--- src/rtl/minterm_sweeper_pkg.sv ---
// Shared state encoding, reference truth table and sweep-length helper for minterm_sweeper.
package minterm_pkg;

  typedef enum logic [1:0] {
    ST_IDLE  = 2'd0,
    ST_SWEEP = 2'd1,
    ST_DONE  = 2'd2
  } state_t;

  // Truth table of the 4-input prime detector: minterms 2,3,5,7,11,13.
  localparam logic [15:0] PRIME4_TABLE = 16'h28AC;

  function automatic int sweep_len(input int width);
    return 1 << width;
  endfunction

endpackage

--- src/rtl/minterm_sweeper_counter.sv ---
// Index counter for the sweep: synchronous clear, count enable, terminal count at all-ones.
module sweep_counter
  import minterm_pkg::*;
#(
  parameter int WIDTH = 4
) (
  input  logic             clk,
  input  logic             rst,
  input  logic             clear,
  input  logic             en,
  output logic [WIDTH-1:0] count,
  output logic             tc
);

  // Incrementing past N-1 wraps to 0, which is exactly the x value wanted in DONE/IDLE.
  always_ff @(posedge clk or posedge rst) begin
    if (rst)        count <= '0;
    else if (clear) count <= '0;
    else if (en)    count <= count + WIDTH'(1);
  end

  assign tc = &count;

endmodule

--- src/rtl/minterm_sweeper.sv ---
// Drives every input combination of a combinational block and captures its truth table and minterm count.
// Optional MINTERM_SWEEP_CHECK_EN adds a mismatch flag comparing the captured table against EXPECTED.
//
// state    | meaning
// ST_IDLE  | waiting for start, x=0
// ST_SWEEP | one sample per unpaused cycle, x = current minterm
// ST_DONE  | one-cycle done pulse, results stable
module minterm_sweeper
  import minterm_pkg::*;
#(
  parameter int WIDTH = 4
`ifdef MINTERM_SWEEP_CHECK_EN
  ,
  parameter logic [2**WIDTH-1:0] EXPECTED = PRIME4_TABLE
`endif
) (
  input  logic                  clk,
  input  logic                  rst,
  input  logic                  start,
  input  logic                  pause,
  input  logic                  f_in,
  output logic [WIDTH-1:0]      x,
  output logic                  valid,
  output logic                  busy,
  output logic                  done,
  output logic [2**WIDTH-1:0]   table_o,
  output logic [WIDTH:0]        ones
`ifdef MINTERM_SWEEP_CHECK_EN
  ,
  output logic                  mismatch
`endif
);

  localparam int N = sweep_len(WIDTH);

  state_t           state;
  logic [WIDTH-1:0] idx;
  logic             tc;
  logic             take;
  logic             clear;
  logic [N-1:0]     table_nxt;

  assign take  = (state == ST_SWEEP) && !pause;
  assign clear = (state == ST_IDLE) && start;

  sweep_counter #(.WIDTH(WIDTH)) u_cnt (
    .clk   (clk),
    .rst   (rst),
    .clear (clear),
    .en    (take),
    .count (idx),
    .tc    (tc)
  );

  assign x     = idx;
  assign valid = take;

  always_comb begin
    table_nxt      = table_o;
    table_nxt[idx] = f_in;
  end

  always_ff @(posedge clk or posedge rst) begin
    if (rst) begin
      state    <= ST_IDLE;
      busy     <= 1'b0;
      done     <= 1'b0;
      table_o  <= '0;
      ones     <= '0;
`ifdef MINTERM_SWEEP_CHECK_EN
      mismatch <= 1'b0;
`endif
    end else begin
      done <= 1'b0;
      case (state)
        ST_IDLE: begin
          if (start) begin
            state    <= ST_SWEEP;
            busy     <= 1'b1;
            table_o  <= '0;
            ones     <= '0;
`ifdef MINTERM_SWEEP_CHECK_EN
            mismatch <= 1'b0;
`endif
          end
        end
        ST_SWEEP: begin
          if (take) begin
            table_o <= table_nxt;
            ones    <= ones + {{WIDTH{1'b0}}, f_in};
            if (tc) begin
              state    <= ST_DONE;
              busy     <= 1'b0;
              done     <= 1'b1;
`ifdef MINTERM_SWEEP_CHECK_EN
              mismatch <= (table_nxt != EXPECTED);
`endif
            end
          end
        end
        ST_DONE: state <= ST_IDLE;
        default: state <= ST_IDLE;
      endcase
    end
  end

endmodule
--- config.mk ---
export PLATFORM = sky130hd
export DESIGN_NAME = minterm_sweeper
export DESIGN_NICKNAME = d
export VERILOG_FILES = /design/src/rtl/minterm_sweeper_pkg.sv /design/src/rtl/minterm_sweeper_counter.sv /design/src/rtl/minterm_sweeper.sv
export SDC_FILE = /design/constraint.sdc
export NUM_CORES = 1
export LEC_CHECK = 0
export ABC_AREA = 0
export CAP_MARGIN = 20
export CELL_PAD_IN_SITES_DETAIL_PLACEMENT = 1
export CELL_PAD_IN_SITES_GLOBAL_PLACEMENT = 2
export CORE_UTILIZATION = 34
export DETAILED_ROUTE_END_ITERATION = 16
export GPL_ROUTABILITY_DRIVEN = 0
export HOLD_SLACK_MARGIN = 0.05
export PLACE_DENSITY_LB_ADDON = 0.3
export RECOVER_POWER = 25
export SLEW_MARGIN = 5
export SYNTH_ARGS = -nofsm -noshare
export SYNTH_HDL_FRONTEND = slang
export SYNTH_SLANG_ARGS = --single-unit
--- constraint.sdc ---
create_clock -name clk -period 4.1 [get_ports clk]
set_input_delay 0.41 -clock clk [delete_from_list [all_inputs] [get_ports clk]]
set_output_delay 0.41 -clock clk [all_outputs]
set_load 0.005 [all_outputs]
# Yosys cells after proc, flatten, opt, wreduce, memory -nomap -nowiden
# Index checks and enable logic that the tools add are counted.
dict set report totals {
  ff_bits 29
  in_bits 5
  out_inout_bits 28
  elab_cells 47
}
dict set report op_classes {
  addsub 2
  order_cmp 2
  eq_ne 4
  mux 22
  n_reduce_logical 11
}
# operator n
set ops {}
lappend ops {{two-way mux 16 bit} 2}
lappend ops {{case mux 16 bit (2 select lines)} 1}
lappend ops {{bitwise mux 16 bit} 1}
lappend ops {{two-way mux 5 bit} 2}
lappend ops {{case mux 5 bit (2 select lines)} 1}
lappend ops {{two-way mux 4 bit} 2}
lappend ops {{AND reduction 4 bit} 2}
lappend ops {{two-way mux 1 bit} 7}
lappend ops {{two-way mux 2 bit} 3}
lappend ops {{!= test 2 bit, second input constant} 3}
lappend ops {{AND reduction 3 bit} 2}
lappend ops {{adder 5 x 1 -> 5 bit} 1}
lappend ops {{< comparator 4 x 5 -> 1 bit, second input constant} 1}
lappend ops {{adder 4 x 1 -> 4 bit, second input constant} 1}
lappend ops {{demux 1 bit (select 4 bit)} 1}
lappend ops {{>= comparator 4 x 1 -> 1 bit, second input constant} 1}
lappend ops {{case mux 2 bit (2 select lines)} 1}
lappend ops {{nonzero test 2 bit} 2}
lappend ops {{logical AND 1 bit} 3}
lappend ops {{== test 2 x 1 -> 1 bit, second input constant} 1}
lappend ops {{zero test 2 bit} 1}
lappend ops {{case mux 1 bit (2 select lines)} 1}
lappend ops {{zero test 1 bit} 1}

# Logic depth before layout (Yosys ltp)
dict set report logic_depth {
  ltp_word 7
  mapped_depth 5
  mapped_depth_nobuf 5
}

# By module
# From an unflattened synthesis, not the netlist that was laid out.
dict set report unflattened {
  hier_cells 159
  hier_area_um2 1650.3
}
# mod n_inst cells_per_inst area_each_um2 seq_area_each_um2
set by_module_without_submodules {}
lappend by_module_without_submodules {minterm_sweeper 1 141 1447.6 625.6}
lappend by_module_without_submodules {sweep_counter 1 18 202.7 100.1}

# Worst setup path after synthesis
# No wires, ideal clock.
dict set report synth_timing {
  kind {input -> register}
  start {in f_in}
  end {reg ones[2]}
  setup_time_ns 0.121
  arrival_ns 1.326
  t_required_ns 3.979
  path_slack_ns 2.653
  cell_stages 5
  n_path_buf 0
  cell_sequence {ha_1 -> ha_1 -> nor2b_1 -> mux2_2 -> a22o_1}
}
dict set report synth_via {
  elab_chain_cells 3
}
# element line_no
set synth_lines {}
lappend synth_lines {{start, declared} minterm_sweeper.sv:21} ;# input logic f_in,
lappend synth_lines {{adder 5 x 1 -> 5 bit} minterm_sweeper.sv:90} ;# ones <= ones + {{WIDTH{1'b0}}, f_in};
lappend synth_lines {{two-way mux 5 bit} minterm_sweeper.sv:88} ;# if (take) begin
lappend synth_lines {{case mux 5 bit (2 select lines)} minterm_sweeper.sv:75} ;# case (state)
lappend synth_lines {{end signal, assigned} minterm_sweeper.sv:90}
lappend synth_lines {{end, declared} minterm_sweeper.sv:27} ;# output logic [WIDTH:0] ones
# No other way between the ends. The select of a mux whose other input is x is not followed.
# A chain may end at the register's enable or synchronous reset.

# Worst setup path in the final report
dict set report layout_timing {
  start {in pause}
  end {out valid}
}
dict set report layout_via {
  elab_chain_cells 2
}
# element line_no
set layout_lines {}
lappend layout_lines {{start, declared} minterm_sweeper.sv:20} ;# input logic pause,
lappend layout_lines {{zero test 1 bit} minterm_sweeper.sv:43} ;# assign take = (state == ST_SWEEP) && !pause;
lappend layout_lines {{logical AND 1 bit} minterm_sweeper.sv:43}
lappend layout_lines {{end, declared} minterm_sweeper.sv:23} ;# output logic valid,
# No other way between the ends.

==> flow_summary.toml <==
[final_layout]
design_area_um2 = 2040
postLayoutCoreUtil = 0.455
area_growth_pct = 25.6
final-seq-area_um2 = 726
num_antenna_cells = 0
filler_cell_count = 504
final_cells = 239
multi_input_comb_area_um2 = 772
final_nets = 198
layout-drive-gt1-share = 0.0695

[clocking]
cts_tree = "yes"
cts_resized = 0
holdBufCountCts = 0
postCtsSetupBuffers = 0
cts_buffer_depth = 2
clk_latency_ps = 290
path_clk_slew_ps = 60
htree_num_levels = 2
cts_root_buf = "clkbuf_8"
numCtsBuffers = 5
cts_sinks = 29

[worst_hold_path]
worstHoldStart = "ones[4]"
whs_endpoint = "ones[4]"
holdCritPathClass = "reg -> reg"
whs_path_depth = 1

[setup_path]
crit_arrival_ps = 1950
required_ps = 3690
ff2ff_path_depth = 5
crit_path_end_kind = "primary output"
r2r_end = "table_o[4]"
path_class = "in -> out"
critPathLaunchType = "primary input"
r2r_slack_ps = 2370
cp_max_fo = 9
rr_startpoint = "u_cnt.count[0]"

[synthesis]
synth.most_common_cell = "dfrtp_1"
synth_common_cells = "dfrtp_1 (29), a211o_1 (12), inv_1 (12), nand3_1 (12)"
ys_types = 36
ys_ff_latch = 29
syn_avg_cell_area_um2 = 10.2
seq_area_frac_synth = 0.448
async_flop_share = 1.00
yosys.area.top_type = "dfrtp_1"
synth_edf_count = 0
syn_inst = 159
synthTopCellsByArea = "dfrtp_1 (45%), a211o_1 (6.5%), ha_1 (4.6%)"
synth_area_um2 = 1620
syn_nets = 170
ys.flop_type = "dfrtp_1"
synth_top_area_frac = 0.448
yosysWarnings = 0

[detailed_routing]
firstDrtPassIters = 6
post_drt_wl_per_cell_um = 18.1
finalWirelength_mm = 4.33
viasPerCell = 5.64
ant_nets = 0
vias = 1348
drc_errors = 0
drtIter0Drc = 79

[floorplanning]
core-area_um2 = 4470
io_pins = 33
rows = 24
dieArea_um2 = 5050
start_util = 0.362
die_h_um = 71.0
die_x_um = 71.0

[pwr]
ir_worst_vdd_v = 0.000359
p_leak_nw = 0.928
power.density_nw_per_um2 = 750
power_mw = 1.53

[status]
status = "finished, final reports clean"

[sta]
fin_crit_sh = 0.577
min_period_ps = 2360
setup_viol = 0
tns_ps = 0
worst_pin_slew_ps = 1060
whs_ps = 477
slew_viol_final = 0
slew_headroom = 0.293
max_freq_mhz = 423
fin_worst_skew_ps = 8.70
finalHoldViolCount = 0
timing.final.ws_setup_ps = 1740
rsz0062_at_grt = "false"

[grt]
grt_max_degree = 19
antenna_found_initial = 0
grt_pass1_vias = 1428
grt_first_pass_wirelength_mm = 7.40
grt-ovfl-total = 0
grtUsageTotal = 0.193

[placement]
io_buffers = 32
dp.cells = 232
dp.final_hpwl_mm = 3.03
post_dp_cell_area_um2 = 1960
place_ws_ps = 1710

[flow_run]
maxCapViolCount = 0
-- worst max-delay path, cell delays in order --
cell and delay (ps):
clkdlybuf4s50_1 600, nor3b_4 370, clkdlybuf4s50_1 570
-- layer usage --
metal | GRT usage | vias up | share of wire
li1 | - | 637 | -
met1 | 0.253 | 678 | 0.46
met2 | 0.317 | 26 | 0.50
met3 | 0.0385 | 7 | 0.028
met4 | 0.0733 | 0 | 0.015
met5 | 0 | - | 0
-- cells in the final DEF, fill, tap and decap left out, drive strengths merged, types with 4 or more instances in the layout --
master / Yosys / final
inv: 12 / 12
nand2: 7 / 7
nand3: 12 / 12
ha: 6 / 6
a211o: 12 / 12
nand3b: 4 / 4
a211oi: 8 / 8
clkbuf: 4 / 6
dfrtp: 29 / 29
and3: 8 / 8
a32o: 4 / 4
clkdlybuf4s50: 0 / 31
nand4: 7 / 7
o21ai: 11 / 11
nor2b: 4 / 4
nor2: 4 / 4
-- registers in the layout, summed over array words and instances, names as in the netlist --
name         flops
table_o         16
ones             5
u_cnt.count      4
state            2
busy             1
done             1
-- logic make-up after synthesis --
family / after synthesis / share of synthesized area
adders and majority gates: 6 / 0.0463
xor gates and xnor gates: 2 / 0.0108
AOI/OAI and AO/OA: 38 / 0.181
DFF: 29 / 0.448
muxes: 4 / 0.0255
buffers and inverters: 24 / 0.0757
and+or+nand+nor: 56 / 0.213
-- area by class of cell --
cell class | count | area share
clock buffer | 5 | 0.0338
clock inverter | 2 | 0.0172
inverter | 12 | 0.0221
multi-input combinational | 106 | 0.379
sequential | 29 | 0.356
tap | 52 | 0.0320
timing repair buffer | 33 | 0.159
-- report_power, final --
| part | internal [mW] | switching, mW |
|---|---|---|
| clock network | 0.176 | 0.113 |
| registers | 0.401 | 0.143 |
| logic | 0.379 | 0.315 |
| total | 0.956 | 0.571 |
-- worst max path at each step --
stage | startpoint | end | slack, ps | cells past startpoint
2_1_floorplan | f_in | ones[2] | 2650 | 5
4_1_cts | pause | valid | 1710 | 3
3_3_place_gp | pause | valid | 1760 | 3
5_1_grt | pause | valid | 1620 | 3
6_report | pause | valid | 1740 | 3
3_5_place_dp | pause | valid | 1710 | 3
Power figures use the tool's default switching activity.
